<file path="src/rtl/present_decryptor_top.sv">
// Iterative PRESENT-80 decryptor: one inverse round per clock, inverse key schedule on the fly.
// A key load runs the forward schedule once and keeps the final-round key for every block.
module present_decryptor_top #(
    parameter int NUM_ROUNDS = 31
) (
    input  logic        clk_i,
    input  logic        rst_i,
    input  logic [79:0] data_i,
    input  logic        key_load,
    input  logic        data_load,
    output logic [63:0] data_o,
    output logic        key_ready,
    output logic        busy,
    output logic        data_valid
);

    typedef enum logic [2:0] {IDLE, EXPAND, READY, DECRYPT, DONE} fsm_t;

    localparam logic [4:0] LAST_ROUND = 5'(NUM_ROUNDS);

    fsm_t        fsm_q, fsm_d;
    logic [79:0] key_q, key_d, key_last_q, key_last_d;
    logic [63:0] blk_q, blk_d, data_d;
    logic [4:0]  cnt_q, cnt_d;
    logic        key_ready_d, busy_d, valid_d;

    function automatic logic [3:0] sbox(input logic [3:0] x);
        logic [3:0] y;
        case (x)
            4'h0: y = 4'hC;  4'h1: y = 4'h5;  4'h2: y = 4'h6;  4'h3: y = 4'hB;
            4'h4: y = 4'h9;  4'h5: y = 4'h0;  4'h6: y = 4'hA;  4'h7: y = 4'hD;
            4'h8: y = 4'h3;  4'h9: y = 4'hE;  4'hA: y = 4'hF;  4'hB: y = 4'h8;
            4'hC: y = 4'h4;  4'hD: y = 4'h7;  4'hE: y = 4'h1;  default: y = 4'h2;
        endcase
        return y;
    endfunction

    function automatic logic [3:0] inv_sbox(input logic [3:0] x);
        logic [3:0] y;
        case (x)
            4'h0: y = 4'h5;  4'h1: y = 4'hE;  4'h2: y = 4'hF;  4'h3: y = 4'h8;
            4'h4: y = 4'hC;  4'h5: y = 4'h1;  4'h6: y = 4'h2;  4'h7: y = 4'hD;
            4'h8: y = 4'hB;  4'h9: y = 4'h4;  4'hA: y = 4'h6;  4'hB: y = 4'h3;
            4'hC: y = 4'h0;  4'hD: y = 4'h7;  4'hE: y = 4'h9;  default: y = 4'hA;
        endcase
        return y;
    endfunction

    // Forward step: rotl61, S-box on top nibble, round counter into bits [19:15].
    logic [79:0] key_rot, key_fwd, key_mix, key_inv;
    assign key_rot = {key_q[18:0], key_q[79:19]};
    assign key_fwd = {sbox(key_rot[79:76]), key_rot[75:20], key_rot[19:15] ^ cnt_q, key_rot[14:0]};

    // Inverse step undoes the forward step in reverse order; the two field edits are disjoint.
    assign key_mix = {inv_sbox(key_q[79:76]), key_q[75:20], key_q[19:15] ^ cnt_q, key_q[14:0]};
    assign key_inv = {key_mix[60:0], key_mix[79:61]};

    logic [63:0] mix, perm, round_out;
    assign mix = blk_q ^ key_q[79:16];

    for (genvar g = 0; g < 63; g++) begin : g_inv_perm
        assign perm[g] = mix[(16 * g) % 63];
    end
    assign perm[63] = mix[63];

    for (genvar n = 0; n < 16; n++) begin : g_inv_sbox
        assign round_out[4*n +: 4] = inv_sbox(perm[4*n +: 4]);
    end

    // key_load wins over everything else in every state.
    always_comb begin
        fsm_d       = fsm_q;
        key_d       = key_q;
        key_last_d  = key_last_q;
        blk_d       = blk_q;
        cnt_d       = cnt_q;
        data_d      = data_o;
        key_ready_d = key_ready;
        busy_d      = busy;
        valid_d     = data_valid;
        if (key_load) begin
            key_d       = data_i;
            cnt_d       = 5'd1;
            fsm_d       = EXPAND;
            key_ready_d = 1'b0;
            valid_d     = 1'b0;
            busy_d      = 1'b1;
        end else begin
            case (fsm_q)
                EXPAND: begin
                    key_d = key_fwd;
                    cnt_d = cnt_q + 5'd1;
                    if (cnt_q == LAST_ROUND) begin
                        key_last_d  = key_fwd;
                        cnt_d       = '0;
                        fsm_d       = READY;
                        key_ready_d = 1'b1;
                        busy_d      = 1'b0;
                    end
                end
                READY, DONE: begin
                    if (data_load) begin
                        blk_d   = data_i[63:0];
                        key_d   = key_last_q;
                        cnt_d   = LAST_ROUND;
                        fsm_d   = DECRYPT;
                        busy_d  = 1'b1;
                        valid_d = 1'b0;
                    end
                end
                DECRYPT: begin
                    blk_d = round_out;
                    key_d = key_inv;
                    cnt_d = cnt_q - 5'd1;
                    // After the round-1 inverse update the key register again holds K1 on top.
                    if (cnt_q == 5'd1) begin
                        data_d  = round_out ^ key_inv[79:16];
                        fsm_d   = DONE;
                        valid_d = 1'b1;
                        busy_d  = 1'b0;
                    end
                end
                IDLE:    fsm_d = IDLE;
                default: fsm_d = IDLE;
            endcase
        end
    end

    always_ff @(posedge clk_i) begin
        if (rst_i) begin
            fsm_q      <= IDLE;
            key_q      <= '0;
            key_last_q <= '0;
            blk_q      <= '0;
            cnt_q      <= '0;
            data_o     <= '0;
            key_ready  <= 1'b0;
            busy       <= 1'b0;
            data_valid <= 1'b0;
        end else begin
            fsm_q      <= fsm_d;
            key_q      <= key_d;
            key_last_q <= key_last_d;
            blk_q      <= blk_d;
            cnt_q      <= cnt_d;
            data_o     <= data_d;
            key_ready  <= key_ready_d;
            busy       <= busy_d;
            data_valid <= valid_d;
        end
    end

endmodule

</file>
<file path="config.mk">
export PLATFORM = sky130hd
export DESIGN_NAME = present_decryptor_top
export DESIGN_NICKNAME = d
export VERILOG_FILES = /design/src/rtl/present_decryptor_top.sv
export SDC_FILE = /design/constraint.sdc
export NUM_CORES = 1
export LEC_CHECK = 0
export CELL_PAD_IN_SITES_DETAIL_PLACEMENT = 0
export CELL_PAD_IN_SITES_GLOBAL_PLACEMENT = 1
export CORE_MARGIN = 2
export CORE_UTILIZATION = 40
export CTS_CLUSTER_DIAMETER = 60
export CTS_CLUSTER_SIZE = 30
export DETAILED_ROUTE_END_ITERATION = 8
export DONT_BUFFER_PORTS = 1
export PLACE_DENSITY_LB_ADDON = 0.12
export SLEW_MARGIN = 30
export SYNTH_ARGS = -nofsm -noshare
export SYNTH_HDL_FRONTEND = slang
export SYNTH_SLANG_ARGS = --single-unit
export TNS_END_PERCENT = 50
</file>
<file path="constraint.sdc">
create_clock -name clk_i -period 2.5 [get_ports clk_i]
set_input_delay 0.5 -clock clk_i [delete_from_list [all_inputs] [get_ports clk_i]]
set_output_delay 0.5 -clock clk_i [all_outputs]
set_load 0.01 [all_outputs]
</file>
* Word-level counts from Yosys, hierarchy flattened
Memories as Yosys holds them, arrays and structs flattened. A register that Yosys moved wholly into a read port is not among the register bits.
Cells that the tools add are included.
** Word-level totals
- Bits in read-only memories :: 1152
- Logic and storage cells :: 89
- Memories :: 18
- Input port bits :: 84
- Flip-flop bits (word level) :: 299
** Cells by class
- Equality and inequality tests :: 12
- Multiplexer cells :: 26
- Bitwise logic cells :: 5
- $add $sub $neg :: 2
- Reduce and logical (&&, ||, !) cells :: 15
** Memory list
- (no name shown) :: words 16, bits a word 4, rd ports 1, clocked after Yosys merged registers in 0, write ports 0, line 40 : case (x)
- (no name shown) :: words 16, bits a word 4, rd ports 1, clocked after Yosys merged registers in 0, write ports 0, line 40
- (no name shown) :: words 16, bits a word 4, rd ports 1, clocked after Yosys merged registers in 0, write ports 0, line 40
- (no name shown) :: words 16, bits a word 4, rd ports 1, clocked after Yosys merged registers in 0, write ports 0, line 40
- (no name shown) :: words 16, bits a word 4, rd ports 1, clocked after Yosys merged registers in 0, write ports 0, line 40
- (no name shown) :: words 16, bits a word 4, rd ports 1, clocked after Yosys merged registers in 0, write ports 0, line 40
- +12 memories
** Operator list (count)
- $pmux 80 s3 :: 1
- $mux 80 :: 2
- $pmux 64 s2 :: 1
- $xor 64x64->64 :: 2
- $mux 64 :: 1
- $reduce_and 3->1 :: 6
- $mux 4 :: 4
- $pmux 5 s3 :: 1
- $mux 5 :: 2
- $xor 5x5->5 :: 2
- $mux 3 :: 3
- $ne 3x3->1 const B :: 3
- $pmux 3 s3 :: 1
- $mux 1 :: 8
- $eq 3x2->1 const B :: 2
- $ne 2x2->1 const B :: 3
- $reduce_and 2->1 :: 3
- $add 5x1->5 const B :: 1
- $eq 5x1->1 const B :: 1
- $eq 5x5->1 const B :: 1
- $sub 5x1->5 const B :: 1
- $reduce_and 4->1 :: 1
- $reduce_bool 4->1 :: 1
- $reduce_or 2->1 :: 2
- other kinds (7) :: 7

* Depth between registers and ports, before layout
Gate-level depths: netlist (run 1).
- Word-level depth :: 6
- Depth in mapped cells :: 13
- Depth with buffers taken out :: 10

* Worst setup path after synthesis (run 1)
Ideal clock, no wire load.
- Path kind :: input to register
- From :: input data_load
- To :: register, netlist name key_inv[18]
- Arrival :: 2609 ps
- Slack :: -188 ps
- Stages :: 10
- Data required time :: 2421 ps
- Path through :: and4bb_2 > a21oi_2 > buf_2 > a21oi_1 > a211oi_2 > inv_1 > ha_1 > clkbuf_1 > mux2_2 > o211ai_1
** On the way
- Longest elaborated chain between the ends :: 4
** RTL lines
- start, declared :: line 10 : input logic data_load,
- $ne 3x3->1 (no source line)
- $reduce_and 2->1 (no source line)
- $mux 4 (no source line) (2 in series)
Every way passes these cells.
A chain may end at the register's enable or synchronous reset.

* Final worst setup path (run 1)
- From :: register fsm_q[2]
- To :: register blk_q[8]
** On the way
- Longest elaborated chain between the ends :: 4
** RTL lines
- start, declared :: line 21 : fsm_t fsm_q, fsm_d;
- start signal, assigned :: line 141 : fsm_q <= fsm_d;
- $eq 3x2->1 / $eq 3x3->1 (equally long branches) :: line 89 : case (fsm_q)
- $reduce_or 2->1 :: line 89
- $ne 2x2->1 (no source line) / $reduce_bool 2->1 (equally long branches)
- $reduce_and 3->1 (no source line)
- end signal, assigned :: line 144 : blk_q <= blk_d;
- end, declared :: line 23 : logic [63:0] blk_q, blk_d, data_d;
Parallel ways exist; a longest one is shown, timed or not.

==> impl_metrics.toml, run 1 <==
[sta]
rsz0062_at_grt = "yes"
skew_ns = 0.0244
period_needed_ns = 2.46
finalHoldViolations = 0
maxSlewHeadroom = 0.426
worstMarginPinSlew_ns = 0.854
post-route-period-util = 0.986
drv_slew = 0
setup_violations = 0
hold_ws_ns = 0.0377
max_freq_mhz = 406

[pwr]
ir_worst_vdd_uv = 578
leakage_nw = 8.34
switchingPower_w = 0.00438
power_frac_clock = 0.429
p_per_area_nw_per_um2 = 638
p_sw_frac = 0.312
pwr-share-comb = 0.198
p_seq_frac = 0.372
p_int_w = 0.00968

[synthesis]
ys_ff_latch = 307
synthMuxAreaShare = 0.0590
synth_cell_types = 70
synth_top_cell_area_share = 0.329
synthTopCellsByArea = "dfxtp_1 33%, nand2_1 7.9%, a21oi_1 6.9%, nor2_1 6.2%, a211oi_1 5.4%"
synth_compound_area_frac = 0.231
syn_nets = 2590
synth_area_um2 = 18700
synth-main-ff-cell = "dfxtp_1"
synthCells = 2427
synth_area_leader_cell = "dfxtp_1"
synth-xor-area-share = 0.0830
avgSynthCellArea_um2 = 7.69
yosysWarningCount = 0
synth_top_family_by_area = "compound AO/OA/AOI/OAI gates"
synth_async_sr_flop_share = 0
synthSimpleGateAreaFrac = 0.183
synth_seq_area_share = 0.329
synth_common_cells = "393 x nand2_1, 309 x nor2_1, 307 x dfxtp_1"
synth_enable_flop_cells = 0
synth_fa_ha_area_frac = 0.0529
yosysMostFrequentCell = "nand2_1"

[worst_hold_path]
hold_path.class = "in2reg"

[critical_path]
critPathBufInv = 3
critPathSlowestCell = "a211oi_1"
critPathRequiredTime_ns = 2.99
endpoint_kind = "flop"
path_cells = "buf_4 -> buf_4 -> nor2b_2 -> o21ai_0 -> a21o_4 -> buf_4 -> a211oi_1 -> a21oi_1 -> nor2_1"
critPathTopFamily = "compound AO/OA/AOI/OAI gates"
worstSetupStartpointType = "flop"
worstSetupPathType = "reg2reg"
crit_path_max_fanout = 32
cp_slowest_stage_delay_ns = 0.43
arrival_ns = 2.96
cp_common_cell = "buf_4"

[grt]
gr-usage-all-layers = 0.331
grt_remaining_overflow = 0
antenna_found_initial = 7
grt_pass1_vias = 16640
grt_pass1_wl_um = 116000
grt_max_degree = 304

[routing]
routed_wl_um = 81500
detail-route-antenna-nets = 0
viasPerCell = 5.85
drtIter0Drc = 1829
post-route-drc-count = 0
first_pass_iters = 5
routed_wire_length_per_instance_um = 26.1
vias = 18255

[clock_network]
path_clk_slew_ns = 0.06
cts_root_buf = "clkbuf_16"
cts_buffers = 38
cts_tree = "yes"
cts_max_level = 2
clock_latency_ns = 0.58
clockBufferDepth = 3
cts_sinks = 307

[floorplanning]
core_area_um2 = 46400
fp.dieH_um = 220
rows = 79
fp.dieW_um = 220
initial_core_util = 0.403
io_pins = 151
die-area_um2 = 48400

[finish]
syn_to_final_growth_pct = 18.0
nets = 2638
nFillCells = 4654
final_cells = 3119
drive_gt1_frac = 0.150

[placement]
io_buffers = 0
gp_congestion = 0.926
dpl.hpwl_um = 59100
dp_cells = 3037

[run_status]
status = "complete, no violations"

[flow_run]
maxCapViolCount = 0
-- layer usage --
layer  wire length, µm  global-route usage
met5                39                   0
met1             37000               0.473
met3              6170              0.0610
met2             35400               0.492
met4              2850               0.122
-- power groups by stage --
stage	Combinational, W	Clock [W]	Sequential, W
5_1_grt	0.00297	0.00631	0.00524
6_report	0.00279	0.00604	0.00523
2_1_floorplan	0.00175	0	0.00521
3_5_place_dp	0.00271	0	0.00533
3_3_place_gp	0.00269	0	0.00533
4_1_cts	0.00272	0.00613	0.00522
-- metrics by stage --
step / cell area (µm²) / power (W) / utilization / setup TNS, ns / setup WS, ns
finish: 22000 / 0.0141 / 0.475 / 0 / 0.0361
global route: 22000 / 0.0145 / 0.475 / -0.150 / -0.0780
CTS: 21900 / 0.0141 / 0.472 / 0 / 0.0158
detailed placement: 20500 / 0.00804 / 0.442 / -0.0490 / -0.0490
global placement: 20500 / 0.00802 / 0.442 / -0.0160 / -0.0121
floorplan: 18700 / 0.00695 / - / -0.00539 / -0.00539
-- logic make-up after synthesis --
kind of cell	Yosys count
flops	307
fa+ha+maj	79
compound gates	656
buf+inv	293
mux	89
simple gates	827
xor+xnor	176
-- cells in the final DEF (no fill, tap or decap), types with 36 or more instances in the layout --
| cell | count |
|---|---|
| nor3_1 | 51 |
| xnor2_1 | 103 |
| a21oi_1 | 254 |
| ha_1 | 73 |
| o22ai_1 | 58 |
| buf_4 | 217 |
| a211oi_1 | 133 |
| dfxtp_1 | 304 |
| o211ai_1 | 41 |
| a22oi_1 | 41 |
| nor2_1 | 305 |
| xor2_1 | 70 |
| nand3b_1 | 36 |
| a311oi_1 | 41 |
| mux2i_1 | 65 |
| clkbuf_16 | 39 |
| nand2_1 | 392 |
| inv_1 | 64 |
-- cell type report --
class / instances / area (µm²) / share of cell area
antenna: 8 / 20.0 / 0.000909
clock buffer: 41 / 993 / 0.0451
clock inverter: 28 / 345 / 0.0157
inverter: 69 / 259 / 0.0118
multi-input combinational: 1827 / 11600 / 0.526
sequential: 307 / 6160 / 0.279
tap: 607 / 759 / 0.0345
timing repair buffer: 232 / 1900 / 0.0863
-- final timing paths --
kind	startpoint	to	slack (ns)	depth (start not counted)
setup reg to reg	fsm_q[2]	blk_q[8]	0.04	9
hold / removal	rst_i	blk_q[0]	0.04	1
hold reg to reg	key_last_q[46]	key_last_q[46]	0.45	2
setup / recovery	fsm_q[2]	blk_q[8]	0.04	9
-- state kept, by name, indices dropped and copies added, names as in the netlist --
register,flops
blk_q,64
busy,1
cnt_q,5
data_o,64
data_valid,1
fsm_q,3
key_fwd,4
key_inv,4
key_last_q,80
key_q,80
key_ready,1
-- timing repair --
| action | in CTS | in global routing |
|---|---|---|
| hold buffers | 1 | 0 |
| hold endpoints to repair | 1 | 0 |
| setup endpoints to repair | 2 | 48 |
| setup buffers | 0 | 4 |
| gates resized for setup | 3 | 26 |
| pin swaps | 1 | 8 |
(Power assumes the default switching activity.)
==> inputs of run 2 (changes only) <==
--- a/config.mk
+++ b/config.mk
@@ -7,10 +7,9 @@
 export LEC_CHECK = 0
 export CELL_PAD_IN_SITES_DETAIL_PLACEMENT = 0
 export CELL_PAD_IN_SITES_GLOBAL_PLACEMENT = 1
-export CORE_MARGIN = 2
+export CORE_MARGIN = 4
 export CORE_UTILIZATION = 40
 export CTS_CLUSTER_DIAMETER = 60
-export CTS_CLUSTER_SIZE = 30
 export DETAILED_ROUTE_END_ITERATION = 8
 export DONT_BUFFER_PORTS = 1
 export PLACE_DENSITY_LB_ADDON = 0.12
==> run 2 against run 1 <==
Against the previous run:
- first-iteration DRC count up 10%
- worst hold slack about the same
- combinational power down 2%
- via count up 0.13%
- clock power down 3%
- clock skew down 0.010 ns
- global-route usage down 2.1 points
- fmax up 2.3%
- sequential power about the same
- register-to-register slack better by 0.06 ns
- critical endpoint is now key_inv[15]
- highest routed layer unchanged
==> impl_metrics.toml, run 2 (synthesized netlist as in run 1, its figures left out) <==
[run_status]
status = "complete, no violations"

[clock_network]
path_clk_slew_ns = 0.06
cts_sinks = 307
cts_root_buf = "clkbuf_16"
clock_latency_ns = 0.57
cts_tree = "yes"
cts_hold_buf = 0
clockBufferDepth = 3
cts_buffers = 41
cts_max_level = 2

[worst_hold_path]
hold_path.class = "in2reg"

[floorplanning]
fp.dieW_um = 224
io_pins = 151
fp.dieH_um = 224
initial_core_util = 0.408
core_area_um2 = 45800
rows = 78
die-area_um2 = 50200

[flow_run]
maxCapViolCount = 0

[grt]
grt_pass1_vias = 16870
antenna_found_initial = 2
grt_remaining_overflow = 0
grt_pass1_wl_um = 117000
grt_max_degree = 304
gr-usage-all-layers = 0.310

[routing]
vias = 18278
post-route-drc-count = 0
viasPerCell = 5.95
routed_wl_um = 80900
drtIter0Drc = 2016
routed_wire_length_per_instance_um = 26.3
detail-route-antenna-nets = 0
first_pass_iters = 5

[finish]
nFillCells = 4578
drive_gt1_frac = 0.132
final_common_cell = "nand2_1"
nets = 2606
syn_to_final_growth_pct = 16.1
most-common-layout-cells = "392 x nand2_1, 305 x nor2_1, 304 x dfxtp_1"
multi_input_area_um2 = 11600
layout.area.seq_um2 = 6160
top_regs = "key_last_q: 80 flops, key_q: 80 flops"

[critical_path]
cp_slowest_stage_delay_ns = 0.40
arrival_ns = 2.85
worstSetupPathType = "reg2reg"
path_cells = "and4bb_4 -> a2bb2oi_1 -> a221o_1 -> a211oi_4 -> inv_2 -> ha_2 -> or2_4 -> a221oi_2 -> a21oi_1"
crit_path_max_fanout = 10
endpoint_kind = "flop"
worstSetupStartpointType = "flop"
critPathRequiredTime_ns = 2.94
critPathSlowestCell = "dfxtp_4"

[placement]
gp_congestion = 0.947
place_ws_ns = -0.0133
io_buffers = 0
dpl.hpwl_um = 58500

[pwr]
p_per_area_nw_per_um2 = 639
leakage_nw = 8.17
ir_worst_vdd_uv = 513

[sta]
rsz0062_at_grt = "yes"
setup_violations = 0
finalHoldViolations = 0
maxSlewHeadroom = 0.432
skew_ns = 0.0142
period_needed_ns = 2.41
finalWorstSetupSlack_ns = 0.0914
post-route-period-util = 0.963
worstMarginPinSlew_ns = 0.846
max_freq_mhz = 415
final.setup.tns_ns = 0
drv_slew = 0
[run 2: changes by cell type in the layout (fill, tap and decap cells not counted), sizes merged]
cell         before  now
diode             8    2
clkinv            6    7
inv              79   70
dlygate4sd3       1    0
buf             231  197
clkbuf           41   60
clkinvlp          7    0
bufinv            5    2
[run 2: what timing repair did]
item	CTS	global route
resized for setup	2	14
hold endpoints to repair	0	0
setup endpoints to repair	3	19
setup buffers	0	1
pin swaps	0	4
[run 2: cell type report]
| type | instances | area share |
|---|---|---|
| Multi-Input combinational cell | 1827 | 0.534 |
| Sequential cell | 307 | 0.284 |
| Timing Repair Buffer | 197 | 0.0740 |
| Clock buffer | 60 | 0.0553 |
| Tap cell | 600 | 0.0346 |
| Inverter | 69 | 0.0120 |
| Clock inverter | 10 | 0.00560 |
| Antenna cell | 2 | 0.000231 |
[run 2: final timing paths]
path                                     from             to  slack, ns  cells past startpoint
worst min register to register  key_last_q[7]  key_last_q[7]       0.45                      2
worst max-delay path                 fsm_q[1]    key_inv[15]       0.09                      9
worst min-delay path                    rst_i       cnt_q[2]       0.04                      1
worst max register to register       fsm_q[1]    key_inv[15]       0.09                      9
[run 2: power breakdown]
part | leakage [nW] | total (W) | internal [W] | switching (W)
registers | 2.50 | 0.00524 | 0.00502 | 0.000222
clock network | 0.651 | 0.00587 | 0.00352 | 0.00235
logic | 5.02 | 0.00274 | 0.00113 | 0.00161
[run 2: worst max-delay path: cells and delay by family (launching register included)]
family                     cells  cell delay (ns)
AOI/OAI and AO/OA              5             0.98
and+or+nand+nor                2             0.62
adders and majority gates      1             0.20
DFF                            1             0.40
buffers and inverters          1             0.10
[run 2: layer usage]
metal,part of all wire,up-vias,global-route usage
met3,0.078,106,0.0423
met4,0.027,4,0.0839
li1,-,8481,-
met2,0.45,772,0.484
met5,0.00040,-,0
met1,0.45,8915,0.451
[run 2: through the flow]
stage                     std cells  area, µm²  power, W  hold slack [ns]  utilization
final                          3072      21700    0.0138           0.0379        0.473
after global routing           3070      21700    0.0143           0.0140        0.473
after CTS                      3069      21600    0.0139        0.0000230        0.472
after detailed placement       2999      20300   0.00801            0.445        0.442
after global placement         2999      20200   0.00798            0.436        0.442
after floorplan                2427      18700   0.00695            0.431            -
==> inputs of run 3 (changes only) <==
--- a/config.mk
+++ b/config.mk
@@ -5,6 +5,7 @@
 export SDC_FILE = /design/constraint.sdc
 export NUM_CORES = 1
 export LEC_CHECK = 0
+export ABC_CLOCK_PERIOD_IN_PS = 2500
 export CELL_PAD_IN_SITES_DETAIL_PLACEMENT = 0
 export CELL_PAD_IN_SITES_GLOBAL_PLACEMENT = 1
 export CORE_MARGIN = 4
==> results of run 3 <==
The final DEF is identical to that of run 2; final timing and power are the same.
